[src/rtl/modular_inverse_if.sv]
// Stream bundle for the modular inverse core: operand and modulus in, result out.
//
// Handshake rule for every channel below: a beat transfers on a rising clk edge
// where tvalid and tready are both high. Once tvalid is raised, the source holds
// tvalid and tdata (and tuser) until that edge. tready carries no obligation.
interface modular_inverse_if #(
  parameter int SIZE = 64
);
  logic [SIZE-1:0] input_operand_tdata;
  logic            input_operand_tvalid;
  logic            input_operand_tready;

  logic [SIZE-1:0] input_modulus_tdata;
  logic            input_modulus_tvalid;
  logic            input_modulus_tready;

  logic [SIZE-1:0] output_tdata;
  logic            output_tuser;
  logic            output_tvalid;
  logic            output_tready;

  // Current FSM state, brought out for observation: 0=IDLE 1=RUN 2=DONE.
  logic [1:0]      dbg_state;

  // Core side.
  modport slave (
    input  input_operand_tdata,
    input  input_operand_tvalid,
    output input_operand_tready,
    input  input_modulus_tdata,
    input  input_modulus_tvalid,
    output input_modulus_tready,
    output output_tdata,
    output output_tuser,
    output output_tvalid,
    input  output_tready,
    output dbg_state
  );

  // Producer / consumer side.
  modport master (
    output input_operand_tdata,
    output input_operand_tvalid,
    input  input_operand_tready,
    output input_modulus_tdata,
    output input_modulus_tvalid,
    input  input_modulus_tready,
    input  output_tdata,
    input  output_tuser,
    input  output_tvalid,
    output output_tready,
    input  dbg_state
  );
endinterface

[src/rtl/modular_inverse.sv]
// Modular inverse x = a^-1 mod p via the binary extended Euclidean algorithm,
// one reduction step per clock. Used to divide by the shared secret in the
// ElGamal decryption path. Result is 0 with tuser=1 when no inverse exists or
// the operands are illegal (p even, p<3, a==0, a>=p).
module modular_inverse #(
  parameter int SIZE = 64
) (
  input  logic           clk,
  input  logic           rst,
  modular_inverse_if.slave bus
);

  typedef enum logic [1:0] {
    IDLE = 2'd0,
    RUN  = 2'd1,
    DONE = 2'd2
  } state_t;

  state_t          state_q;
  logic [SIZE-1:0] u_q;
  logic [SIZE-1:0] v_q;
  logic [SIZE-1:0] p_q;
  // One extra bit so x+p fits before the halving shift.
  logic [SIZE:0]   x1_q;
  logic [SIZE:0]   x2_q;
  logic [SIZE-1:0] tdata_q;
  logic            tuser_q;
  logic            tvalid_q;

  logic [SIZE-1:0] a_in;
  logic [SIZE-1:0] p_in;
  logic            in_ready;
  logic            capture;
  logic            op_illegal;

  logic [SIZE:0]   p_ext;
  logic [SIZE:0]   x1_half;
  logic [SIZE:0]   x2_half;
  logic [SIZE:0]   x1_sub;
  logic [SIZE:0]   x2_sub;
  logic            u_one;
  logic            v_one;
  logic            u_zero;
  logic            v_zero;
  logic            u_ge_v;

  assign a_in = bus.input_operand_tdata;
  assign p_in = bus.input_modulus_tdata;

  // Inputs are only offered while idle; both channels must be valid together.
  assign in_ready = (state_q == IDLE) && !rst;
  assign capture  = in_ready && bus.input_operand_tvalid && bus.input_modulus_tvalid;

  assign bus.input_operand_tready = in_ready;
  assign bus.input_modulus_tready = in_ready;
  assign bus.output_tdata         = tdata_q;
  assign bus.output_tuser         = tuser_q;
  assign bus.output_tvalid        = tvalid_q;
  assign bus.dbg_state            = state_q;

  // Operand legality: modulus must be odd and at least 3, a must lie in [1,p).
  assign op_illegal = !p_in[0] || (p_in < SIZE'(3)) || (a_in == '0) || (a_in >= p_in);

  assign p_ext  = {1'b0, p_q};
  assign u_one  = (u_q == SIZE'(1));
  assign v_one  = (v_q == SIZE'(1));
  assign u_zero = (u_q == '0);
  assign v_zero = (v_q == '0);
  assign u_ge_v = (u_q >= v_q);

  // Coefficient updates: halve mod p (add p first when odd) and subtract mod p.
  // All x values stay in [0,p), so x+p never exceeds SIZE+1 bits.
  always_comb begin
    x1_half = x1_q[0] ? ((x1_q + p_ext) >> 1) : (x1_q >> 1);
    x2_half = x2_q[0] ? ((x2_q + p_ext) >> 1) : (x2_q >> 1);
    x1_sub  = (x1_q >= x2_q) ? (x1_q - x2_q) : (x1_q + p_ext - x2_q);
    x2_sub  = (x2_q >= x1_q) ? (x2_q - x1_q) : (x2_q + p_ext - x1_q);
  end

  // Control FSM and datapath registers; exactly one reduction action per RUN cycle.
  always_ff @(posedge clk) begin
    if (rst) begin
      state_q  <= IDLE;
      u_q      <= '0;
      v_q      <= '0;
      p_q      <= '0;
      x1_q     <= '0;
      x2_q     <= '0;
      tdata_q  <= '0;
      tuser_q  <= 1'b0;
      tvalid_q <= 1'b0;
    end else begin
      case (state_q)
        IDLE: begin
          if (capture) begin
            p_q <= p_in;
            if (op_illegal) begin
              tdata_q  <= '0;
              tuser_q  <= 1'b1;
              tvalid_q <= 1'b1;
              state_q  <= DONE;
            end else begin
              u_q     <= a_in;
              v_q     <= p_in;
              x1_q    <= (SIZE+1)'(1);
              x2_q    <= '0;
              state_q <= RUN;
            end
          end
        end

        RUN: begin
          if (u_one) begin
            tdata_q  <= x1_q[SIZE-1:0];
            tuser_q  <= 1'b0;
            tvalid_q <= 1'b1;
            state_q  <= DONE;
          end else if (v_one) begin
            tdata_q  <= x2_q[SIZE-1:0];
            tuser_q  <= 1'b0;
            tvalid_q <= 1'b1;
            state_q  <= DONE;
          end else if (u_zero || v_zero) begin
            // gcd(a,p) > 1: no inverse.
            tdata_q  <= '0;
            tuser_q  <= 1'b1;
            tvalid_q <= 1'b1;
            state_q  <= DONE;
          end else if (!u_q[0]) begin
            u_q  <= u_q >> 1;
            x1_q <= x1_half;
          end else if (!v_q[0]) begin
            v_q  <= v_q >> 1;
            x2_q <= x2_half;
          end else if (u_ge_v) begin
            u_q  <= u_q - v_q;
            x1_q <= x1_sub;
          end else begin
            v_q  <= v_q - u_q;
            x2_q <= x2_sub;
          end
        end

        DONE: begin
          // Result held stable until the consumer takes it.
          if (bus.output_tready) begin
            tvalid_q <= 1'b0;
            state_q  <= IDLE;
          end
        end

        default: begin
          state_q <= IDLE;
        end
      endcase
    end
  end

endmodule

[src/flat_wrapper.sv]
// flat-port wrapper written by rule: the top's interface ports become plain ports
module modular_inverse_flat 
#(
  parameter int SIZE = 64
)
  (clk, rst, bus_input_operand_tdata, bus_input_operand_tvalid, bus_input_operand_tready, bus_input_modulus_tdata, bus_input_modulus_tvalid, bus_input_modulus_tready, bus_output_tdata, bus_output_tuser, bus_output_tvalid, bus_output_tready, bus_dbg_state);
  modular_inverse_if #(.SIZE(SIZE)) bus_i ();
  input  logic clk;
  input  logic rst;
  input wire logic [$bits(bus_i.input_operand_tdata)-1:0] bus_input_operand_tdata;
  input wire logic [$bits(bus_i.input_operand_tvalid)-1:0] bus_input_operand_tvalid;
  output wire logic [$bits(bus_i.input_operand_tready)-1:0] bus_input_operand_tready;
  input wire logic [$bits(bus_i.input_modulus_tdata)-1:0] bus_input_modulus_tdata;
  input wire logic [$bits(bus_i.input_modulus_tvalid)-1:0] bus_input_modulus_tvalid;
  output wire logic [$bits(bus_i.input_modulus_tready)-1:0] bus_input_modulus_tready;
  output wire logic [$bits(bus_i.output_tdata)-1:0] bus_output_tdata;
  output wire logic [$bits(bus_i.output_tuser)-1:0] bus_output_tuser;
  output wire logic [$bits(bus_i.output_tvalid)-1:0] bus_output_tvalid;
  input wire logic [$bits(bus_i.output_tready)-1:0] bus_output_tready;
  output wire logic [$bits(bus_i.dbg_state)-1:0] bus_dbg_state;
  assign bus_i.input_operand_tdata = bus_input_operand_tdata;
  assign bus_i.input_operand_tvalid = bus_input_operand_tvalid;
  assign bus_input_operand_tready = bus_i.input_operand_tready;
  assign bus_i.input_modulus_tdata = bus_input_modulus_tdata;
  assign bus_i.input_modulus_tvalid = bus_input_modulus_tvalid;
  assign bus_input_modulus_tready = bus_i.input_modulus_tready;
  assign bus_output_tdata = bus_i.output_tdata;
  assign bus_output_tuser = bus_i.output_tuser;
  assign bus_output_tvalid = bus_i.output_tvalid;
  assign bus_i.output_tready = bus_output_tready;
  assign bus_dbg_state = bus_i.dbg_state;
  modular_inverse #(.SIZE(SIZE)) u_core (.clk(clk), .rst(rst), .bus(bus_i));
endmodule
[config.mk]
export PLATFORM = sky130hd
export DESIGN_NAME = modular_inverse_flat
export DESIGN_NICKNAME = d
export VERILOG_FILES = /design/src/rtl/modular_inverse_if.sv /design/src/rtl/modular_inverse.sv /design/src/flat_wrapper.sv
export SDC_FILE = /design/constraint.sdc
export NUM_CORES = 2
export LEC_CHECK = 0
export ABC_AREA = 1
export CAP_MARGIN = 30
export CORE_MARGIN = 3
export CORE_UTILIZATION = 35
export CTS_CLUSTER_SIZE = 28
export DETAILED_ROUTE_END_ITERATION = 7
export PLACE_DENSITY_LB_ADDON = 0.15
export SLEW_MARGIN = 20
export SYNTH_ARGS = -nofsm -noshare
export SYNTH_HDL_FRONTEND = slang
export SYNTH_SLANG_ARGS = --single-unit
[constraint.sdc]
create_clock -name clk -period 6.6 [get_ports clk]
set_input_delay 1.32 -clock clk [delete_from_list [all_inputs] [get_ports clk]]
set_output_delay 1.32 -clock clk [all_outputs]
set_load 0.1 [all_outputs]
Word level (Yosys, flattened, before mapping)
Cells that the tools add are included.
- register bits: 390
- output and inout bits: 70
- input bits: 133
- multiplexer cells: 63
- $add $sub $neg: 8
- reductions and logical operators: 23
- equality and inequality tests: 16
- magnitude comparators: 5
- operators with widths (cell ; number):
    64-bit two-way mux ; 23
    65-bit two-way mux ; 18
    64-bit case mux with 2 select lines ; 3
    65-bit case mux with 2 select lines ; 2
    65-bit subtractor ; 4
    64-bit zero test ; 3
    65-bit by 64-bit adder with 65-bit output ; 2
    65-bit >= comparator ; 2
    64-bit by 1-bit equality test with 1-bit output, second input constant ; 2
    64-bit >= comparator ; 2
    64-bit subtractor ; 2
    64-bit by 2-bit less-than comparator with 1-bit output, second input constant ; 1
    8-bit AND reduction ; 2
    2-bit two-way mux ; 6
    2-bit != test, second input constant ; 5
    3-bit != test, second input constant ; 3
    1-bit two-way mux ; 8
    7-bit AND reduction ; 1
    2-bit by 1-bit != test with 1-bit output, second input constant ; 3
    2-bit case mux with 3 select lines ; 1
    6-bit AND reduction ; 1
    5-bit AND reduction ; 1
    1-bit logical OR ; 4
    4-bit by 1-bit != test with 1-bit output, second input constant ; 1
    12 further kinds ; 15

Depth between registers and ports, before layout
- depth after elaboration: 10
- gate-level depth with buffers: 35
- depth with buffers taken out: 35

Least setup slack after synthesis
Ideal clock, no wire load.
- path type: input to output
- from: input port rst
- to: output port bus_input_operand_tready
- path slack: 1994 ps
- cell stages on the path: 3
- buffers on the path: 2
- arrival: 3286 ps
- cell sequence: clkbuf_1 -> nor2_1 -> buf_4
- longest elaborated chain between the ends: 2
- ends and longest elaborated chain (item ; line ; RTL):
    from (decl) ; flat_wrapper.sv:9 ; input logic rst;
    1-bit zero test ; modular_inverse.sv:51 ; assign in_ready = (state_q == IDLE) && !rst;
    1-bit logical AND ; modular_inverse.sv:51 ;
    to (decl) ; flat_wrapper.sv:12 ; output wire logic [$bits(bus_i.input_operand_tready)-1:0] bus_input_operand_tready;
Every way passes these cells.

Worst setup path after layout
- from: register u_core.p_q[10]
- to: register u_core.x1_q[42]
- longest elaborated chain between the ends: 10
- elaborated cells between the ends (all ways): 11
- those cells by class: add/sub (2); mux (9)
- ends and longest elaborated chain (item ; line ; RTL):
    from (decl) ; modular_inverse.sv:22 ; logic [SIZE-1:0] p_q;
    from (signal assigned) ; modular_inverse.sv:96 ; p_q <= p_in;
    65-bit by 64-bit adder with 65-bit output (*) ; modular_inverse.sv:74, modular_inverse.sv:76 ;
    65-bit subtractor ; modular_inverse.sv:76 ; x1_sub = (x1_q >= x2_q) ? (x1_q - x2_q) : (x1_q + p_ext - x2_q);
    65-bit two-way mux ; modular_inverse.sv:76 ;
    65-bit two-way mux ; modular_inverse.sv:135 ; end else if (u_ge_v) begin
    65-bit two-way mux ; modular_inverse.sv:132 ; end else if (!v_q[0]) begin
    65-bit two-way mux (*) ; modular_inverse.sv:129 ; end else if (!u_q[0]) begin
    65-bit two-way mux (*) ; modular_inverse.sv:123 ; end else if (u_zero || v_zero) begin
    65-bit two-way mux (*) ; modular_inverse.sv:118 ; end else if (v_one) begin
    65-bit two-way mux (*) ; modular_inverse.sv:113 ; if (u_one) begin
    65-bit case mux with 2 select lines (*) ; modular_inverse.sv:93 ; case (state_q)
    to (signal assigned) ; modular_inverse.sv:105 ; x1_q <= (SIZE+1)'(1);
    to (signal assigned) ; modular_inverse.sv:131 ; x1_q <= x1_half;
    to (signal assigned) ; modular_inverse.sv:137 ; x1_q <= x1_sub;
    to (decl) ; modular_inverse.sv:24 ; logic [SIZE:0] x1_q;
Every way passes the cells marked *; elsewhere a longest branch is shown, timed or not. The select of a mux whose other input is x is not followed.
A chain may end at the register's enable or synchronous reset.

==> metrics <==
status=complete, but fails checks; failing checks=DRC; Remaining Overflow, GRT=0; latest clock arrival within the worst-skew pair=0.79 ns; DRT antenna net count=0; worst slack at placement=0.916 ns; all-layer global routing usage=44.8%; Cell variety after synth=51; final slew viol count=0; Top cell by count, worst path=nand2_1; cts repair resizes=0; number of synthesized flops with an enable pin=0; DP Area=67,900 µm²; post-synthesis sequential area ratio=12.5%; post-synthesis mux area share=0%; CTS Sinks=390; Worst Path Max Fanout=4; Final Cell Area=70,100 µm²; cts hold-fix bufs=0; cell family with most CP delay=simple AND/OR/NAND/NOR gates; Starting Density=35.3%; crit path capture type=flip-flop; Flop pwr share=14.3%; ys async rst share=0%; largest net degree at the start of global routing=107; period utilisation layout=91.1%; DP HPWL=362 mm; HP Start=u_core.bus.output_tdata[30]; top_reg_cell synth=dfxtp_1; fraction of the mapped netlist area in adder cells=11.8%; Peak Freq=166 MHz; Final Hold Vio Count=0; # Post-CTS Setup Buffers=0; pwr/cell area=257 nW/µm²; Synth Area in Compound Gates=19.2%; Setup-failing EPs final=0; Die Ht=429 µm; Die X-Extent=429 µm; TritonCTS clock tree=built; Crit path largest cell delay=0.60 ns; actual slew at the worst max-slew pin=1.14 ns; PortBufs=202; FF-to-FF Start=u_core.p_q[10]; Buf/Inv on CP=3; CP Depth=27; number of global-route vias before repair=78,400; Hold EP=u_core.bus.output_tdata[30]; Total Die Area=184,000 µm²; Clk Tree Root Cell=clkbuf_16; Area Overhead vs Synth=12.2%; switching part of the total=58.9%; Clock transition at path regs=0.06 ns; initial antenna violation count=7; crit start category=flip-flop; share of layout cells above drive strength 1=2.93%; slowest stage cell, crit path=dfxtp_1; # Max-Cap Violations=0; RSZ-0062 raised after global routing=false; Post-Synth Simple-Gate Area=38.4%; WHS Path Cells=2; Syn Nets=12,400; min Tclk post-route=6.01 ns; total net switching power=10,600 µW; Syn Area/Cell=5.34 µm²; cts bufs inserted=58; Max rail drop VDD=0.244 mV; largest family of logic cells by synthesized area=simple AND/OR/NAND/NOR gates; RePlAce Congestion=1.13; CP Class=flip-flop to flip-flop; clk buf depth=3; WP data required=7.24 ns; number of fill cells=20,000; clock share of power=21.1%; FF+latch count, synth=390; internal power=7410 µW; Syn Inst Count=11,700; Setup Total Neg Slack=0 ns; register area=7810 µm²; FF-to-FF setup slack=0.59 ns; vias=82,000; relative slew slack=23.2%; total wire length=431 mm; Ys Warns=0; first-pass GRT wire length=585 mm; drt initial violations=10,000; Vias/cell=5.77; Synth Cell Area=62,500 µm²; drt drc=15; nets@finish=12,500; CTS H-Tree Depth=2; num ports=203; Core ar.=177,000 µm²; DRT Pass-1 Iters=8; Rows=154; Worst EP arrival=6.65 ns; Crit Reg-Reg Endpoint=u_core.x1_q[42]; Comb pwr share=64.5%; worst hold path type=flip-flop to flip-flop; drt wl/cell=30.3 µm; clock skew=0.0651 ns; Static Leak=0.0376 µW; Reg2Reg Depth=27; Post-Synth XOR/XNOR Area=4.10%; PnR worst setup slack=0.589 ns; area of the multi-input gates=46,000 µm²
## worst register-to-register path: stages (launching register included)
cell      delay [ns]
dfxtp_1         0.60
ha_1            0.39
a21oi_1         0.30
inv_1           0.07
nor2_1          0.22
nor2_1          0.07
o21ai_0         0.31
nand3b_1        0.51
nand2_1         0.24
nand2_1         0.08
nand2_1         0.06
nand2_1         0.20
ha_1            0.45
nand2_1         0.13
nor2_1          0.11
inv_1           0.07
nor2_1          0.16
inv_1           0.14
nor2_1          0.36
nand3_1         0.34
nand3_1         0.18
nand2_1         0.06
nand2_1         0.16
nand2_1         0.15
nand3_1         0.28
nand2_1         0.09
nor2_1          0.10
nor2_1          0.05
## cell type report
class / count / area share, %
diodes: 4 / 0.0143
clock buffers: 76 / 2.28
clock inverters: 34 / 0.826
inverters: 1955 / 10.5
multi-input cells: 9054 / 65.6
flip-flops and latches: 390 / 11.1
well taps: 2340 / 4.17
repair buffers: 365 / 5.45
## power groups by stage
stage	clock network, µW	registers [µW]	logic, µW
floorplan	0	2550	6360
global placement	0	2620	11100
detailed placement	0	2620	11100
CTS	3820	2570	11100
global route	3890	2580	12200
finish	3810	2590	11600
## synth_stat cells (109+ instances only)
master / count / area, µm²
nor3_1: 109 / 546
nand4_1: 121 / 757
o21ai_0: 726 / 3630
clkbuf_1: 176 / 661
a21oi_1: 1067 / 5340
xor2_1: 189 / 1660
nor2_1: 1341 / 5030
nand2_1: 3610 / 13600
nand3_1: 657 / 3290
dfxtp_1: 390 / 7810
ha_1: 577 / 7220
inv_1: 1934 / 7260
## state kept, by name, indices dropped and copies added, names as in the netlist
| signal | cells |
|---|---|
| u_core.x2_q | 65 |
| u_core.bus.output_tvalid | 1 |
| u_core.v_q | 64 |
| u_core.x1_q | 65 |
| u_core.u_q | 64 |
| u_core.bus.dbg_state | 2 |
| u_core.p_q | 64 |
| u_core.bus.output_tuser | 1 |
| u_core.bus.output_tdata | 64 |
## routing by layer
metal	track usage [%]	part of all wire [%]	up-vias
met4	41.5	11	2
met5	0	0.0026	-
li1	-	-	37500
met1	50.5	36	38300
met2	70.6	43	4912
met3	9.41	9.7	1268
## cell families (layout without fill, tap and decap cells)
family / Yosys count / count (layout)
flip-flops: 390 / 390
other: 0 / 4
buffers and inverters: 2262 / 2430
AND/OR/NAND/NOR: 5957 / 5957
XOR/XNOR: 293 / 293
AO/OA/AOI/OAI: 2219 / 2219
adder cells (fa/ha/maj): 585 / 585
## worst max-delay path by stage
| stage | endpoint | start | slack [ns] |
|---|---|---|---|
| finish | u_core.x1_q[42] | u_core.p_q[10] | 0.59 |
| global route | u_core.x1_q[41] | u_core.x1_q[2] | 0.37 |
| CTS | u_core.x1_q[42] | u_core.p_q[36] | 0.89 |
| floorplan | bus_input_operand_tready | rst | 1.99 |
| detailed placement | u_core.x1_q[42] | u_core.p_q[36] | 0.92 |
| global placement | u_core.x1_q[64] | u_core.p_q[47] | 0.64 |
## layout by cell type, fill, tap and decap left out, types with 15 or more instances in the layout
| cell type | n |
|---|---|
| a21o_1 | 20 |
| o21ai_0 | 723 |
| nand3b_1 | 26 |
| nor3_1 | 108 |
| o21a_1 | 24 |
| dfxtp_1 | 388 |
| xnor2_1 | 104 |
| buf_16 | 24 |
| nand4_1 | 121 |
| inv_2 | 21 |
| nand3_1 | 657 |
| nand2_1 | 3607 |
| nor2_1 | 1336 |
| ha_1 | 577 |
| a21oi_1 | 1067 |
| o21ai_1 | 54 |
| nor2_2 | 15 |
| o211ai_1 | 105 |
| inv_1 | 1928 |
| and2_1 | 22 |
| clkdlybuf4s50_1 | 201 |
| a22oi_1 | 77 |
| clkbuf_16 | 59 |
| xor2_1 | 189 |
| o22ai_1 | 21 |
| or2_2 | 15 |
| buf_4 | 128 |
| o21bai_1 | 94 |
## metrics by stage
stage / utilization, % / std cells / total power, µW / hold slack, ns
final: 39.7 / 14200 / 18000 / 0.464
after global routing: 39.7 / 14200 / 18700 / 0.481
after CTS: 39.6 / 14200 / 17500 / 0.465
after detailed placement: 38.4 / 14100 / 13700 / 0.452
after global placement: 38.0 / 14100 / 13700 / 0.450
after floorplan: - / 11700 / 8910 / 0.462
No activity file was read; power rests on OpenSTA's default activity.
